File: config.mk
export PLATFORM = sky130hd
export DESIGN_NAME = al4s3b_wb_initiator
export DESIGN_NICKNAME = d
export VERILOG_FILES = /design/src/rtl/al4s3b_wb_pkg.sv /design/src/rtl/al4s3b_wb_timeout_cntr.sv /design/src/rtl/al4s3b_wb_initiator.sv
export SDC_FILE = /design/constraint.sdc
export NUM_CORES = 1
export LEC_CHECK = 0
export BUFFER_PORTS_ARGS = -buffer_cell sky130_fd_sc_hd__clkbuf_2
export CORE_ASPECT_RATIO = 0.7
export CORE_UTILIZATION = 48
export CTS_BUF_LIST = sky130_fd_sc_hd__clkbuf_4 sky130_fd_sc_hd__clkbuf_8
export CTS_CLUSTER_DIAMETER = 150
export CTS_CLUSTER_SIZE = 25
export DETAILED_ROUTE_END_ITERATION = 16
export GPL_TIMING_DRIVEN = 0
export MAX_ROUTING_LAYER = met4
export PLACE_DENSITY = 0.82
export SLEW_MARGIN = 20
export SYNTH_ARGS = -nofsm -noshare
export SYNTH_HDL_FRONTEND = slang
export SYNTH_HIERARCHICAL = 1
export SYNTH_SLANG_ARGS = --single-unit
File: constraint.sdc
create_clock -name WB_CLK -period 2.9 [get_ports WB_CLK]
set_input_delay 0.87 -clock WB_CLK [delete_from_list [all_inputs] [get_ports WB_CLK]]
set_output_delay 0.87 -clock WB_CLK [all_outputs]
set_load 0.02 [all_outputs]
File: src/rtl/al4s3b_wb_pkg.sv
// al4s3b_wb_pkg: shared types and constants for the AL4S3B Wishbone initiator
package al4s3b_wb_pkg;
  localparam int AL4S3B_WB_ADDRWIDTH = 17;
  localparam int AL4S3B_WB_DATAWIDTH = 32;
  localparam logic [31:0] AL4S3B_BAD_ACCESS_VALUE = 32'hBAD_FAB_AC;
  typedef enum logic [1:0] {
    IDLE = 2'd0,
    BUS  = 2'd1,
    RESP = 2'd2
  } wb_state_e;
endpackage

File: src/rtl/al4s3b_wb_timeout_cntr.sv
// al4s3b_wb_timeout_cntr: ACK-wait counter; expired_o flags the edge on which the count reaches CYCLES
//   clk, rst   : clock, synchronous active-high reset
//   clear_i    : restart the count at zero
//   enable_i   : count this cycle (bus cycle without ACK)
//   expired_o  : this enabled cycle brings the count to CYCLES
module al4s3b_wb_timeout_cntr #(
  parameter int WIDTH  = 8,
  parameter int CYCLES = 255
) (
  input  logic clk,
  input  logic rst,
  input  logic clear_i,
  input  logic enable_i,
  output logic expired_o
);
  logic [WIDTH-1:0] cnt_q;
  // Looking one increment ahead lets the bus drop after exactly CYCLES cycles of CYC.
  assign expired_o = enable_i && (cnt_q == WIDTH'(CYCLES - 1));
  always_ff @(posedge clk) begin
    if (rst || clear_i) cnt_q <= '0;
    else if (enable_i) cnt_q <= cnt_q + 1'b1;
  end
endmodule

File: src/rtl/al4s3b_wb_initiator.sv
// al4s3b_wb_initiator: turns single register commands into Wishbone cycles with ACK timeout
//   WB_CLK, WB_RST            : clock, synchronous active-high reset
//   cmd_*                     : command valid/ready handshake with we, adr, byte strobes, write data
//   rsp_*                     : response valid/ready handshake with read data and timeout error
//   WBs_*                     : Wishbone bus toward the fabric IP slave interface
module al4s3b_wb_initiator
  import al4s3b_wb_pkg::*;
#(
  parameter int ADDRWIDTH = AL4S3B_WB_ADDRWIDTH,
  parameter int DATAWIDTH = AL4S3B_WB_DATAWIDTH,
  parameter int TIMEOUT_WIDTH = 8,
  parameter int TIMEOUT_CYCLES = 255,
  parameter logic [DATAWIDTH-1:0] TIMEOUT_READ_VALUE = AL4S3B_BAD_ACCESS_VALUE
) (
  input  logic                   WB_CLK,
  input  logic                   WB_RST,
  input  logic                   cmd_valid,
  output logic                   cmd_ready,
  input  logic                   cmd_we,
  input  logic [ADDRWIDTH-1:0]   cmd_adr,
  input  logic [DATAWIDTH/8-1:0] cmd_byte_stb,
  input  logic [DATAWIDTH-1:0]   cmd_wr_dat,
  output logic                   rsp_valid,
  input  logic                   rsp_ready,
  output logic [DATAWIDTH-1:0]   rsp_rd_dat,
  output logic                   rsp_err,
  output logic [ADDRWIDTH-1:0]   WBs_ADR,
  output logic                   WBs_CYC,
  output logic [DATAWIDTH/8-1:0] WBs_BYTE_STB,
  output logic                   WBs_WE,
  output logic                   WBs_RD,
  output logic                   WBs_STB,
  output logic [DATAWIDTH-1:0]   WBs_WR_DAT,
  input  logic [DATAWIDTH-1:0]   WBs_RD_DAT,
  input  logic                   WBs_ACK
);
  wb_state_e state_q, state_d;
  logic cmd_ready_q, cmd_ready_d, rsp_valid_q, rsp_valid_d, rsp_err_q, rsp_err_d;
  logic cyc_q, cyc_d, we_q, we_d, rd_q, rd_d;
  logic [ADDRWIDTH-1:0] adr_q, adr_d;
  logic [DATAWIDTH/8-1:0] stb_q, stb_d;
  logic [DATAWIDTH-1:0] wr_dat_q, wr_dat_d, rd_dat_q, rd_dat_d;
  logic accept, expired;
  assign accept = (state_q == IDLE) && cmd_valid && cmd_ready_q;
  al4s3b_wb_timeout_cntr #(
    .WIDTH (TIMEOUT_WIDTH),
    .CYCLES(TIMEOUT_CYCLES)
  ) u_timeout (
    .clk      (WB_CLK),
    .rst      (WB_RST),
    .clear_i  (accept),
    .enable_i ((state_q == BUS) && !WBs_ACK),
    .expired_o(expired)
  );
  always_comb begin
    state_d     = state_q;
    cmd_ready_d = cmd_ready_q;
    rsp_valid_d = rsp_valid_q;
    rsp_err_d   = rsp_err_q;
    rd_dat_d    = rd_dat_q;
    cyc_d       = cyc_q;
    we_d        = we_q;
    rd_d        = rd_q;
    adr_d       = adr_q;
    stb_d       = stb_q;
    wr_dat_d    = wr_dat_q;
    unique case (state_q)
      IDLE: if (accept) begin
        state_d     = BUS;
        cmd_ready_d = 1'b0;
        cyc_d       = 1'b1;
        we_d        = cmd_we;
        rd_d        = !cmd_we;
        adr_d       = cmd_adr;
        stb_d       = cmd_byte_stb;
        wr_dat_d    = cmd_wr_dat;
      end
      // ACK takes priority over a timeout expiring on the same edge.
      BUS: if (WBs_ACK || expired) begin
        state_d     = RESP;
        cyc_d       = 1'b0;
        we_d        = 1'b0;
        rd_d        = 1'b0;
        rsp_valid_d = 1'b1;
        rsp_err_d   = !WBs_ACK;
        rd_dat_d    = !WBs_ACK ? TIMEOUT_READ_VALUE : we_q ? '0 : WBs_RD_DAT;
      end
      RESP: if (rsp_ready) begin
        state_d     = IDLE;
        cmd_ready_d = 1'b1;
        rsp_valid_d = 1'b0;
        rsp_err_d   = 1'b0;
        rd_dat_d    = '0;
      end
      default: state_d = IDLE;
    endcase
  end
  always_ff @(posedge WB_CLK) begin
    if (WB_RST) begin
      state_q     <= IDLE;
      cmd_ready_q <= 1'b1;
      rsp_valid_q <= 1'b0;
      rsp_err_q   <= 1'b0;
      rd_dat_q    <= '0;
      cyc_q       <= 1'b0;
      we_q        <= 1'b0;
      rd_q        <= 1'b0;
      adr_q       <= '0;
      stb_q       <= '0;
      wr_dat_q    <= '0;
    end else begin
      state_q     <= state_d;
      cmd_ready_q <= cmd_ready_d;
      rsp_valid_q <= rsp_valid_d;
      rsp_err_q   <= rsp_err_d;
      rd_dat_q    <= rd_dat_d;
      cyc_q       <= cyc_d;
      we_q        <= we_d;
      rd_q        <= rd_d;
      adr_q       <= adr_d;
      stb_q       <= stb_d;
      wr_dat_q    <= wr_dat_d;
    end
  end
  assign cmd_ready    = cmd_ready_q;
  assign rsp_valid    = rsp_valid_q;
  assign rsp_err      = rsp_err_q;
  assign rsp_rd_dat   = rd_dat_q;
  assign WBs_CYC      = cyc_q;
  assign WBs_STB      = cyc_q;
  assign WBs_WE       = we_q;
  assign WBs_RD       = rd_q;
  assign WBs_ADR      = adr_q;
  assign WBs_BYTE_STB = stb_q;
  assign WBs_WR_DAT   = wr_dat_q;
endmodule
==> results.md <==
* Status: completed
* Setup TNS Final at 0 ps
* Root Buffer: clkbuf_8
* Syn Std Cell Area at 3840 sq um
* Sw frac at 0.275
* Clock skew at 11.2 ps
* Ys flop type: dfxtp_1
* Final hold vios at 0
* CP startpoint: WBs_ACK
* Minimum clock period at 2270 ps
* Clk network pwr share at 0.322
* Hold-fix buffers, CTS at 0
* Worst-skew pair later-pin latency at 360 ps
* Initial antenna violation count at 0
* Max Cap Violations at 0
* Post-Syn Nets at 529
* Post-detail-place hpwl at 7540 um
* Slew @ Worst Pin at 546 ps
* CTS tree: yes
* Post-synth ARST share at 0
* First-pass detailed-route iteration total at 4
* Area leader, netlist: dfxtp_1
* Worst VDD drop at 0.389 mV
* Share of layout cells above drive strength 1 at 0.350
* EDFF count, synth at 0
* Initial DRC count at 137
* Sequential share of the synthesized area at 0.526
* Antenna Cells at 0
* CTS resizes at 0
* Share of power burned in registers at 0.493
* Hold_sp: WBs_WR_DAT[22]
* First-pass GRT wire length at 15500 um
* Placed instance area at 4870 sq um
* Crit Path Category: input pin to flop
* Setup crit end kind: flop
* Io pins at 183
* Die width at 109 um
* Fin area at 5100 sq um
* Routed wire length at 9900 um
* Slew Limit Fails at 0
* #FFs+latches synth at 101
* FILL cells at 626
* Post-route ant nets at 0
* CP startpoint kind: input pin
* Mean Syn Cell Area at 8.81 sq um
* Launch point of the worst reg-to-reg path: state_q[1]
* GPL Wtd Cong at 0.817
* I/O Buffers at 181
* Sw power at 0.849 mW
* Starting Density at 0.511
* Netlist cell types at 37
* Die H at 76.9 um
* Reg clk slew, reported paths at 90 ps
* RSZ-0062 raised after global routing: no
* Gate Count Post-Synth at 436
* Most common cell in the netlist: nand2_1
* Highest clock rate at 440 MHz
* Final period util at 0.784
* # setup viols final at 0
* Number of remaining DRC errors at 0
* Final nets at 721
* Comb pwr share at 0.185
* Sink Count at 101
* Leakage at 2.31 nW
* Tightest Hold Check Type: flop to flop
* Largest net degree at the start of global routing at 16
* Wire length per cell after detailed routing at 13.6 um
* Final worst slack at 625 ps
* Vias in the first global route at 3424
* Area delta synth->final at 32.8%
* Worst Path Arrival at 2530 ps
* Setup bufs post-CTS at 0
* Vias post-DR at 3727
* Clock Path Buffers at 2
* Num rows at 26
* Share of Yosys cell area claimed by the top area cell type at 0.526
* Place WS at 255 ps
* CTS Buf Count at 9
* Drt via density at 5.11
* GR Overflow Total at 0
* H-Tree Depth at 3
* Top cells by count, synth: nand2_1, dfxtp_1, a21oi_1
* Req. time, crit path at 3150 ps
* Cell Pwr Density at 606 nW/um^2
* Gr usage total at 0.242
* Die Area at 8370 sq um
* Slew HR at 0.631
* Critical Path Fanout Max at 10
* Core Box Area at 7510 sq um
* Power Internal at 2.24 mW
* Largest cells by area after synthesis: dfxtp_1, nand2_1, a21oi_1
* Yosys synthesis warning count at 6
stage by stage:
step / hold slack, ps / utilization / cells / total power, mW
floorplan: 458 / - / 436 / 1.91
global placement: 441 / 0.648 / 715 / 2.11
detailed placement: 446 / 0.648 / 715 / 2.13
CTS: 458 / 0.679 / 730 / 3.12
global route: 475 / 0.679 / 730 / 3.25
finish: 458 / 0.679 / 730 / 3.09
kinds of logic (layout without fill, tap and decap cells):
kind of cell | count (synthesis) | in the layout | share of synthesized area
adder cells (fa/ha/maj) | 2 | 2 | 0.00651
XOR/XNOR | 4 | 4 | 0.00912
buffers and inverters | 44 | 240 | 0.0557
AND/OR/NAND/NOR | 161 | 161 | 0.188
flip-flops | 101 | 101 | 0.526
AO/OA/AOI/OAI | 124 | 124 | 0.214
power by group through the flow:
stage,Combinational (mW),Clock (mW),Sequential [mW]
floorplan,0.252,0,1.66
global placement,0.558,0,1.55
detailed placement,0.572,0,1.56
CTS,0.573,1.03,1.52
global route,0.623,1.09,1.54
finish,0.571,0.996,1.53
critical path, stage by stage:
cell and delay, ps:
buf_6 110, nor2_1 140, buf_4 180, nand4_1 90
nor2_1 200, or2_1 150, buf_6 120, buf_2 210
a22oi_1 130, a311oi_1 320
worst paths after layout:
path | slack, ps | endpoint | cells past startpoint
setup / recovery | 630 | rsp_rd_dat[22] | 10
hold / removal | 460 | WBs_WR_DAT[22] | 2
setup reg to reg | 640 | rsp_rd_dat[22] | 10
hold reg to reg | 460 | WBs_WR_DAT[22] | 2
final cells by class:
type	count	area, sq um	area share
multi-input combinational	291	1610	0.315
sequential	101	2020	0.396
tap	98	123	0.0240
buffer	41	203	0.0397
clock inverter	3	67.6	0.0132
timing repair buffer	181	906	0.177
inverter	3	11.3	0.00221
clock buffer	12	165	0.0324
cell usage in the layout, fill, tap and decap left out, types with 8 or more instances in the layout:
cell type	count
clkbuf_2	181
nand2_1	112
dfxtp_1	101
a21oi_1	61
nand2b_1	22
a22oi_1	21
a311oi_1	21
clkbuf_1	20
buf_2	15
clkbuf_8	12
a22o_1	11
nor2_1	8
flip-flops by register name, summed over array words and instances (netlist names):
name	flops
WBs_WR_DAT	32
rsp_rd_dat	32
WBs_ADR	17
u_timeout/cnt_q	8
WBs_BYTE_STB	4
state_q	2
WBs_CYC	1
WBs_RD	1
WBs_WE	1
cmd_ready	1
rsp_err	1
rsp_valid	1
layer usage:
metal | up-vias | track usage | share of wire
met5 | - | - | 0
met4 | 0 | 0.0797 | 0.013
met3 | 9 | 0.0706 | 0.062
met2 | 116 | 0.394 | 0.47
met1 | 1709 | 0.284 | 0.45
li1 | 1893 | - | -
No activity file was read; power rests on OpenSTA's default activity.
